<file path="src/rtl/timer_pkg.sv">
// Shared types and helpers for the timer bank.
// Channel state encoding and channel-index width helpers.
package timer_pkg;

    typedef enum logic [1:0] {
        T_IDLE = 2'd0,
        T_RUN  = 2'd1,
        T_DONE = 2'd2
    } timer_state_t;

    function automatic int clog2(input int n);
        int r;
        r = 0;
        while ((1 << r) < n) r++;
        return r;
    endfunction

    // Channel select width; never narrower than one bit.
    function automatic int chw(input int n);
        return (clog2(n) < 1) ? 1 : clog2(n);
    endfunction

endpackage

</file>
<file path="src/rtl/timer_bank_if.sv">
// Control/status bundle between the bus decode and the timer bank.
// Strobes are single-cycle; status outputs are level signals with no handshake.
interface timer_bank_if
    import timer_pkg::*;
#(
    parameter int WORDSIZE   = 8,
    parameter int NCH        = 4,
    parameter int PRESCALE_W = 8
);
    localparam int CHW = chw(NCH);

    logic                  load;
    logic [CHW-1:0]        load_ch;
    logic [WORDSIZE-1:0]   load_val;
    logic [NCH-1:0]        start;
    logic [NCH-1:0]        stop;
    logic [NCH-1:0]        one_shot;
    logic [PRESCALE_W-1:0] prescale;
    logic [NCH-1:0]        flag_clr;
    logic [CHW-1:0]        rd_ch;
    logic [WORDSIZE-1:0]   counter;
    logic [NCH-1:0]        running;
    logic [NCH-1:0]        ready;
    logic [NCH-1:0]        flags;
    logic                  irq;

    modport master (
        output load, load_ch, load_val, start, stop, one_shot, prescale, flag_clr, rd_ch,
        input  counter, running, ready, flags, irq
    );

    modport slave (
        input  load, load_ch, load_val, start, stop, one_shot, prescale, flag_clr, rd_ch,
        output counter, running, ready, flags, irq
    );

endinterface

</file>
<file path="src/rtl/timer_channel.sv">
// One programmable down-counter with reload, one-shot/auto-reload and sticky flag.
// Terminal pulse registered (1 cycle after the terminal tick); no backpressure.
module timer_channel
    import timer_pkg::*;
#(
    parameter int WORDSIZE = 8
) (
    input  logic                iClk,
    input  logic                iReset,
    input  logic                tick,
    input  logic                load,
    input  logic [WORDSIZE-1:0] load_val,
    input  logic                start,
    input  logic                stop,
    input  logic                one_shot,
    input  logic                flag_clr,
    output logic [WORDSIZE-1:0] cnt,
    output logic                running,
    output logic                ready,
    output logic                flag
);

    localparam logic [WORDSIZE-1:0] ONE = WORDSIZE'(1);

    timer_state_t        state_q, state_d;
    logic [WORDSIZE-1:0] cnt_q, cnt_d;
    logic [WORDSIZE-1:0] reload_q, reload_d;
    logic                ready_q;
    logic                flag_q;
    logic                term;

    always_ff @(posedge iClk or posedge iReset) begin
        if (iReset) begin
            state_q  <= T_IDLE;
            cnt_q    <= '0;
            reload_q <= '0;
            ready_q  <= 1'b0;
            flag_q   <= 1'b0;
        end else begin
            state_q  <= state_d;
            cnt_q    <= cnt_d;
            reload_q <= reload_d;
            ready_q  <= term;
            if (term)
                flag_q <= 1'b1;
            else if (flag_clr)
                flag_q <= 1'b0;
        end
    end

    // Stop beats load/start, which beat the tick; a load swallows that cycle's tick.
    always_comb begin
        state_d  = state_q;
        cnt_d    = cnt_q;
        reload_d = reload_q;
        term     = 1'b0;
        if (stop) begin
            state_d = T_IDLE;
        end else if (load || start) begin
            if (load) begin
                reload_d = load_val;
                cnt_d    = load_val - ONE;
            end else begin
                cnt_d    = reload_q - ONE;
            end
            if (start)
                state_d = T_RUN;
        end else if (state_q == T_RUN && tick) begin
            if (cnt_q != '0) begin
                cnt_d = cnt_q - ONE;
            end else begin
                term = 1'b1;
                if (one_shot)
                    state_d = T_DONE;
                else
                    cnt_d = reload_q - ONE;
            end
        end
    end

    assign cnt     = cnt_q;
    assign running = (state_q == T_RUN);
    assign ready   = ready_q;
    assign flag    = flag_q;

endmodule

</file>
<file path="src/rtl/timer_bank.sv">
// Bank of NCH down-counters sharing one free-running prescaler, with read mux and IRQ.
// Counter read is combinational; terminal pulses/flags registered; no backpressure.
module timer_bank
    import timer_pkg::*;
#(
    parameter int WORDSIZE   = 8,
    parameter int NCH        = 4,
    parameter int PRESCALE_W = 8
) (
    input  logic iClk,
    input  logic iReset,
    timer_bank_if.slave bus
);

    localparam int CHW = chw(NCH);

    logic [PRESCALE_W-1:0] pcnt_q;
    logic                  tick;
    logic [WORDSIZE-1:0]   cnt_arr [NCH];
    logic [NCH-1:0]        running_v;
    logic [NCH-1:0]        ready_v;
    logic [NCH-1:0]        flags_v;
    logic [WORDSIZE-1:0]   rd_mux;

    // Prescaler is never realigned by a start, so a first period may run short.
    assign tick = (pcnt_q >= bus.prescale);

    always_ff @(posedge iClk or posedge iReset) begin
        if (iReset)
            pcnt_q <= '0;
        else if (tick)
            pcnt_q <= '0;
        else
            pcnt_q <= pcnt_q + PRESCALE_W'(1);
    end

    for (genvar c = 0; c < NCH; c++) begin : g_ch
        localparam logic [CHW-1:0] IDX = CHW'(c);

        timer_channel #(
            .WORDSIZE (WORDSIZE)
        ) u_ch (
            .iClk     (iClk),
            .iReset   (iReset),
            .tick     (tick),
            .load     (bus.load && (bus.load_ch == IDX)),
            .load_val (bus.load_val),
            .start    (bus.start[c]),
            .stop     (bus.stop[c]),
            .one_shot (bus.one_shot[c]),
            .flag_clr (bus.flag_clr[c]),
            .cnt      (cnt_arr[c]),
            .running  (running_v[c]),
            .ready    (ready_v[c]),
            .flag     (flags_v[c])
        );
    end

    // Out-of-range channel numbers simply match nothing and read as zero.
    always_comb begin
        rd_mux = '0;
        for (int i = 0; i < NCH; i++) begin
            if (bus.rd_ch == CHW'(i))
                rd_mux = cnt_arr[i];
        end
    end

    assign bus.counter = rd_mux;
    assign bus.running = running_v;
    assign bus.ready   = ready_v;
    assign bus.flags   = flags_v;
    assign bus.irq     = |flags_v;

endmodule

</file>
<file path="src/flat_wrapper.sv">
// flat-port wrapper written by rule: the top's interface ports become plain ports
module timer_bank_flat import timer_pkg::*;
#(
    parameter int WORDSIZE   = 8,
    parameter int NCH        = 4,
    parameter int PRESCALE_W = 8
)
  (iClk, iReset, bus_load, bus_load_ch, bus_load_val, bus_start, bus_stop, bus_one_shot, bus_prescale, bus_flag_clr, bus_rd_ch, bus_counter, bus_running, bus_ready, bus_flags, bus_irq);
  timer_bank_if #(.WORDSIZE(WORDSIZE), .NCH(NCH), .PRESCALE_W(PRESCALE_W)) bus_i ();
  input  logic iClk;
  input  logic iReset;
  input wire logic [$bits(bus_i.load)-1:0] bus_load;
  input wire logic [$bits(bus_i.load_ch)-1:0] bus_load_ch;
  input wire logic [$bits(bus_i.load_val)-1:0] bus_load_val;
  input wire logic [$bits(bus_i.start)-1:0] bus_start;
  input wire logic [$bits(bus_i.stop)-1:0] bus_stop;
  input wire logic [$bits(bus_i.one_shot)-1:0] bus_one_shot;
  input wire logic [$bits(bus_i.prescale)-1:0] bus_prescale;
  input wire logic [$bits(bus_i.flag_clr)-1:0] bus_flag_clr;
  input wire logic [$bits(bus_i.rd_ch)-1:0] bus_rd_ch;
  output wire logic [$bits(bus_i.counter)-1:0] bus_counter;
  output wire logic [$bits(bus_i.running)-1:0] bus_running;
  output wire logic [$bits(bus_i.ready)-1:0] bus_ready;
  output wire logic [$bits(bus_i.flags)-1:0] bus_flags;
  output wire logic [$bits(bus_i.irq)-1:0] bus_irq;
  assign bus_i.load = bus_load;
  assign bus_i.load_ch = bus_load_ch;
  assign bus_i.load_val = bus_load_val;
  assign bus_i.start = bus_start;
  assign bus_i.stop = bus_stop;
  assign bus_i.one_shot = bus_one_shot;
  assign bus_i.prescale = bus_prescale;
  assign bus_i.flag_clr = bus_flag_clr;
  assign bus_i.rd_ch = bus_rd_ch;
  assign bus_counter = bus_i.counter;
  assign bus_running = bus_i.running;
  assign bus_ready = bus_i.ready;
  assign bus_flags = bus_i.flags;
  assign bus_irq = bus_i.irq;
  timer_bank #(.WORDSIZE(WORDSIZE), .NCH(NCH), .PRESCALE_W(PRESCALE_W)) u_core (.iClk(iClk), .iReset(iReset), .bus(bus_i));
endmodule
</file>
<file path="config.mk">
export PLATFORM = sky130hd
export DESIGN_NAME = timer_bank_flat
export DESIGN_NICKNAME = d
export VERILOG_FILES = /design/src/rtl/timer_pkg.sv /design/src/rtl/timer_bank_if.sv /design/src/rtl/timer_channel.sv /design/src/rtl/timer_bank.sv /design/src/flat_wrapper.sv
export SDC_FILE = /design/constraint.sdc
export NUM_CORES = 1
export LEC_CHECK = 0
export CORE_UTILIZATION = 30
export CTS_CLUSTER_SIZE = 28
export DETAILED_ROUTE_END_ITERATION = 12
export PLACE_DENSITY = 0.49
export SYNTH_ARGS = -nofsm -noshare
export SYNTH_HDL_FRONTEND = slang
export SYNTH_SLANG_ARGS = --single-unit
</file>
<file path="constraint.sdc">
create_clock -name iClk -period 3.2 [get_ports iClk]
set_input_delay 0.32 -clock iClk [delete_from_list [all_inputs] [get_ports iClk]]
set_output_delay 0.32 -clock iClk [all_outputs]
set_load 0.05 [all_outputs]
</file>
==> flow_summary.ini, run 1 <==
[yosys]
synthArstFlopShare_pct = 100.0
synth_common_cells = dfrtp_1, nor2_1, o21ai_0
synth_flop_cell = dfrtp_1
synth_edf_count = 0
synth_top_cell_area_share_pct = 38.17
synth_largest_area_cell = dfrtp_1
ys_ff_latch = 88
yosys-top-cells-area = dfrtp_1, mux2_2, ha_1
synth_area_sq_mm = 0.005769
synth_cells = 626
yosysMostFrequentCell = dfrtp_1
synth.yosys.seq_area_share_pct = 38.17
avgSynthCellArea_sq_um = 9.216
yosys_warnings = 0
syn-num-nets = 687
ys_types = 65

[timing]
hold_ws_ps = 408.0
tns_ps = 0
final.min_clock_period_ps = 2725
tightest_slew_ps = 842.9
rsz0062_at_grt = no
final-setup-viol-count = 0
slew_headroom_pct = 43.81
hold_violations = 0
finClkSkew_ps = 8.080
clock.fmax_ghz = 0.3670
min_period_over_period_pct = 85.15
finalMaxSlewViolations = 0
fin_ws_ps = 475.2

[power]
ir_worst_vdd_mv = 0.2957
power_density_mw_per_mm2 = 737.2
p_leak_uw = 0.002998

[critical_path]
crit_fanout = 8
critPathLaunchType = flop
crit_required_ps = 3470
endpoint_kind = flop
crit_type = reg2reg
worstPathArrival_ps = 2990

[clock_network]
clkTransAtPathRegs_ps = 70
root_buffer = clkbuf_16
clock_path_buffers = 2
cts_hold_buf = 0
htree_levels = 3
cts_setup_buffers = 0
post_cts_resized = 0
worst_skew_pair.late_latency_ps = 360
clock-sinks = 88
cts_buffers = 9
cts_tree = yes

[drt]
drc = 0
dr_total_vias = 5033
avgRoutedWirePerCell_um = 18.75
viasPerCell = 5.423
drt_iter0_drc = 404
dr.pass1.iters = 5
ant_nets = 0
routed_wl_mm = 17.40

[placement]
dpl.hpwl_mm = 13.32
detailedPlace.worstSlack_ps = 440.5
port_buffers = 59
place.gp.congestion = 0.8525

[cells_and_area]
fin_util_pct = 37.40
syn_to_final_growth_pct = 21.67
diodes = 0
final_nets = 750
drive_above_1_share_pct = 12.25

[floorplanning]
die-width_um = 140.7
initial_core_util_pct = 30.74
die_h_um = 140.7
ios = 60
coreArea_sq_mm = 0.01877
dieArea_sq_mm = 0.01979
rows = 50

[grt]
grt_overflow_total = 0
grt_max_degree = 47
first_global_vias = 4969
track_usage_pct = 18.36
grt_pass1_wl_mm = 28.07
antenna_found_initial = 0

[status]
status = finished, final reports clean

[flow_run]
max_cap_violations = 0

[worst_hold_path]
min_path_type = in2async
==> stage by stage <==
stage	instance area, sq um	cells	total power, uW
after floorplan	5769	626	3194
after global placement	6676	912	3892
after detailed placement	6676	912	3915
after CTS	7019	928	5192
after global routing	7019	928	5505
final	7019	928	5175
==> critical path: stages, from the launching register on <==
cell and delay (ps):
dfrtp_1 490, inv_1 190, ha_1 210, nor3b_1 510, a31oi_1 230, o21ai_0 230, or2_0 400, a2111oi_0 130
a211oi_1 230
==> cell type report <==
type / instances / area [sq um]
Fill cell: 1901 / 11750
Multi-Input combinational cell: 466 / 3239
Sequential cell: 88 / 2202
Timing Repair Buffer: 84 / 790.8
Tap cell: 234 / 292.8
Clock buffer: 9 / 225.2
Inverter: 40 / 151.4
Clock inverter: 7 / 117.6
==> cells in the final DEF (no fill, tap or decap), types with 5 or more instances in the layout <==
cell type and instances:
xnor2_1 19, clkbuf_16 9, or3_1 6, nor2_1 59, a31oi_1 11, inv_1 39, clkdlybuf4s50_1 59, a21oi_1 32
mux2_2 25, o31ai_1 6, nor3_1 18, a21o_1 7, nand2_1 40, a211oi_1 5, dfrtp_1 88, ha_1 22
mux2i_1 6, nor3b_1 5, nor4_1 11, xor2_1 23, mux4_2 8, o22ai_1 16, or4_1 7, o21ai_0 52
nor2b_1 5, buf_4 24, nand3_1 12, nand2b_1 10
==> layer usage <==
metal	global-route usage [%]	wire length, um	vias to the layer above
met1	25.52	8462	2457
met4	7.265	378	0
met2	28.52	7731	162
met5	0	0	-
li1	-	-	2390
met3	2.887	827	24
==> path summary, 6_finish.rpt <==
path,startpoint,to,slack (ps),cells past startpoint
min in group iClk,u_core.g_ch[3].u_ch.flag,u_core.g_ch[3].u_ch.flag,510,1
min reg2reg,u_core.g_ch[3].u_ch.flag,u_core.g_ch[3].u_ch.flag,510,1
max reg2reg,u_core.g_ch[0].u_ch.cnt[0],u_core.g_ch[0].u_ch.cnt[0],480,8
min,iReset,u_core.g_ch[3].u_ch.cnt[7],410,2
max in group asynchronous,iReset,u_core.g_ch[1].u_ch.reload_q[7],2060,3
max,u_core.g_ch[0].u_ch.cnt[0],u_core.g_ch[0].u_ch.cnt[0],480,8
==> cell families (layout without fill, tap and decap cells) <==
logic type      Yosys count  in the layout  share of synthesized area, %
mux                      39             39                         9.044
simple gates            204            204                         18.63
fa+ha+maj                22             22                         4.771
buf+inv                  72            140                         5.682
xor+xnor                 42             42                         6.376
flops                    88             88                         38.17
compound gates          159            159                         17.33
==> power breakdown <==
part           total [uW]  switching [uW]  internal [uW]
Clock                1260             494            767
Combinational        1970            1090            876
Sequential           1950             524           1420
Total                5170            2110           3070
==> state kept, by name, indices dropped and copies added (netlist names) <==
| signal | flops |
|---|---|
| u_core.g_ch.u_ch.cnt | 32 |
| u_core.g_ch.u_ch.flag | 4 |
| u_core.g_ch.u_ch.ready | 4 |
| u_core.g_ch.u_ch.reload_q | 32 |
| u_core.g_ch.u_ch.state_q | 8 |
| u_core.pcnt_q | 8 |
Note: power is estimated with default switching activity, not from simulation.
==> run 2: changes to the inputs <==
Settings changed: CAP_MARGIN set to 5, GPL_ROUTABILITY_DRIVEN set to 0.
==> run 2 against run 1 <==
Effect of this change:
- worst hold slack better by 15 ps
- die area unchanged
- highest routed layer unchanged
- first-iteration DRC count up 5.0%
==> flow_summary.ini, run 2 (synthesized netlist as in run 1, its figures left out) <==
[status]
status = finished, final reports clean

[floorplanning]
coreArea_sq_mm = 0.01877
dieArea_sq_mm = 0.01979
ios = 60
die-width_um = 140.7
initial_core_util_pct = 30.74
die_h_um = 140.7
rows = 50

[clock_network]
cts_tree = yes
clock-sinks = 88
root_buffer = clkbuf_16
clkTransAtPathRegs_ps = 70
worst_skew_pair.late_latency_ps = 350
cts_buffers = 9
cts_hold_buf = 0
clock_path_buffers = 2
htree_levels = 3
post_cts_resized = 0
cts_setup_buffers = 0

[drt]
drc = 0
ant_nets = 0
routed_wl_mm = 17.39
dr.pass1.iters = 5
viasPerCell = 5.475
dr_total_vias = 5064
drt_iter0_drc = 424
avgRoutedWirePerCell_um = 18.80

[critical_path]
critical-path-slowest-cell = dfrtp_1
endpoint_kind = flop
worstRegToRegCells = 8
r2r_slack_ps = 560
crit_type = reg2reg
critPathLaunchType = flop
path_buf_inv = 1
crit_fanout = 8
crit_family = simple AND/OR/NAND/NOR gates
worstPathArrival_ps = 2890
cpPeakStageDelay_ps = 490
worstReg2RegEnd = u_core.g_ch[0].u_ch.cnt[0]
r2r_start = u_core.g_ch[0].u_ch.cnt[0]
crit_required_ps = 3450
crit_chain = inv_1 -> ha_1 -> nor3b_1 -> a31oi_1 -> o21ai_0 -> or2_0 -> a2111oi_0 -> a211oi_1

[flow_run]
max_cap_violations = 0

[cells_and_area]
final_nets = 747
mostFrequentLayoutCells = dfrtp_1, nor2_1, clkdlybuf4s50_1
fill_cells = 1863
layoutNonFillerInstCount = 925
syn_to_final_growth_pct = 20.84
drive_above_1_share_pct = 11.87
diodes = 0
mostFrequentLayoutCell = dfrtp_1

[grt]
grt_max_degree = 47
antenna_found_initial = 0
grt_pass1_wl_mm = 27.70
track_usage_pct = 18.22
first_global_vias = 4907
grt_overflow_total = 0

[timing]
finClkSkew_ps = 4.225
finalMaxSlewViolations = 0
min_period_over_period_pct = 82.53
rsz0062_at_grt = no
hold_violations = 0
tightest_slew_ps = 840.2
final.min_clock_period_ps = 2641
clock.fmax_ghz = 0.3787
slew_headroom_pct = 43.98
final-setup-viol-count = 0
tns_ps = 0

[placement]
port_buffers = 59
place_inst = 909
dpl.hpwl_mm = 13.42

[worst_hold_path]
min_path_type = in2async

[power]
p_leak_uw = 0.002966
power_density_mw_per_mm2 = 723.0
ir_worst_vdd_mv = 0.3477
[run 2: changes by cell type in the layout (fill, tap and decap cells not counted)]
cell        previous run  this run
clkinv_4               0         1
buf_4                 24        21
clkinv_2               3         2
inv_6                  2         0
bufinv_16              3         1
clkinvlp_4             0         1
clkbuf_8               0         3
[run 2: power by group]
group          switching, uW  leakage, uW  internal [uW]
combinational           1090      0.00171            874
clock                    454     0.000155            670
sequential               524      0.00110           1420
[run 2: worst max-delay path by stage]
stage	from	to	slack, ps	depth (start not counted)
floorplan	iReset	u_core.g_ch[0].u_ch.cnt[0]	600	1
global placement	bus_prescale[0]	u_core.g_ch[2].u_ch.cnt[5]	490	9
detailed placement	bus_prescale[7]	u_core.g_ch[0].u_ch.state_q[1]	500	10
CTS	u_core.g_ch[0].u_ch.cnt[0]	u_core.g_ch[0].u_ch.cnt[0]	600	8
global route	u_core.g_ch[0].u_ch.cnt[0]	u_core.g_ch[0].u_ch.cnt[0]	280	8
finish	u_core.g_ch[0].u_ch.cnt[0]	u_core.g_ch[0].u_ch.cnt[0]	560	8
[run 2: final cells by class]
cell class | count | area [sq um] | area share (%)
Inverter | 40 | 151.4 | 2.172
Sequential cell | 88 | 2202 | 31.59
Clock buffer | 12 | 266.5 | 3.823
Multi-Input combinational cell | 466 | 3239 | 46.46
Tap cell | 234 | 292.8 | 4.200
Timing Repair Buffer | 81 | 768.2 | 11.02
Clock inverter | 4 | 51.30 | 0.7358
[run 2: per-layer routing]
metal  GRT usage [%]  routed length [um]  up-vias
met5               0                   0        -
met4           4.405                 225        0
met3           4.518                1095       24
met2           28.72                7867      175
met1           24.98                8200     2483
li1                -                   -     2382
[run 2: worst register-to-register path, delay by kind of cell, from the launching register on]
family                   cells  cell delay [ps]
AND/OR/NAND/NOR              2              840
AO/OA/AOI/OAI                4              820
flip-flops                   1              490
adder cells (fa/ha/maj)      1              210
buffers and inverters        1              190
[run 2: per-stage QoR]
step | power (uW) | setup slack, ps | instance area (sq um) | util [%] | hold WS [ps]
finish | 5041 | 559.2 | 6972 | 37.15 | 423.4
global route | 5381 | 284.3 | 6972 | 37.15 | 495.5
CTS | 5064 | 602.3 | 6972 | 37.15 | 456.8
detailed placement | 3918 | 501.1 | 6654 | 35.45 | 491.5
global placement | 3882 | 491.8 | 6654 | 35.45 | 487.3
floorplan | 3194 | 601.4 | 5769 | - | 386.4
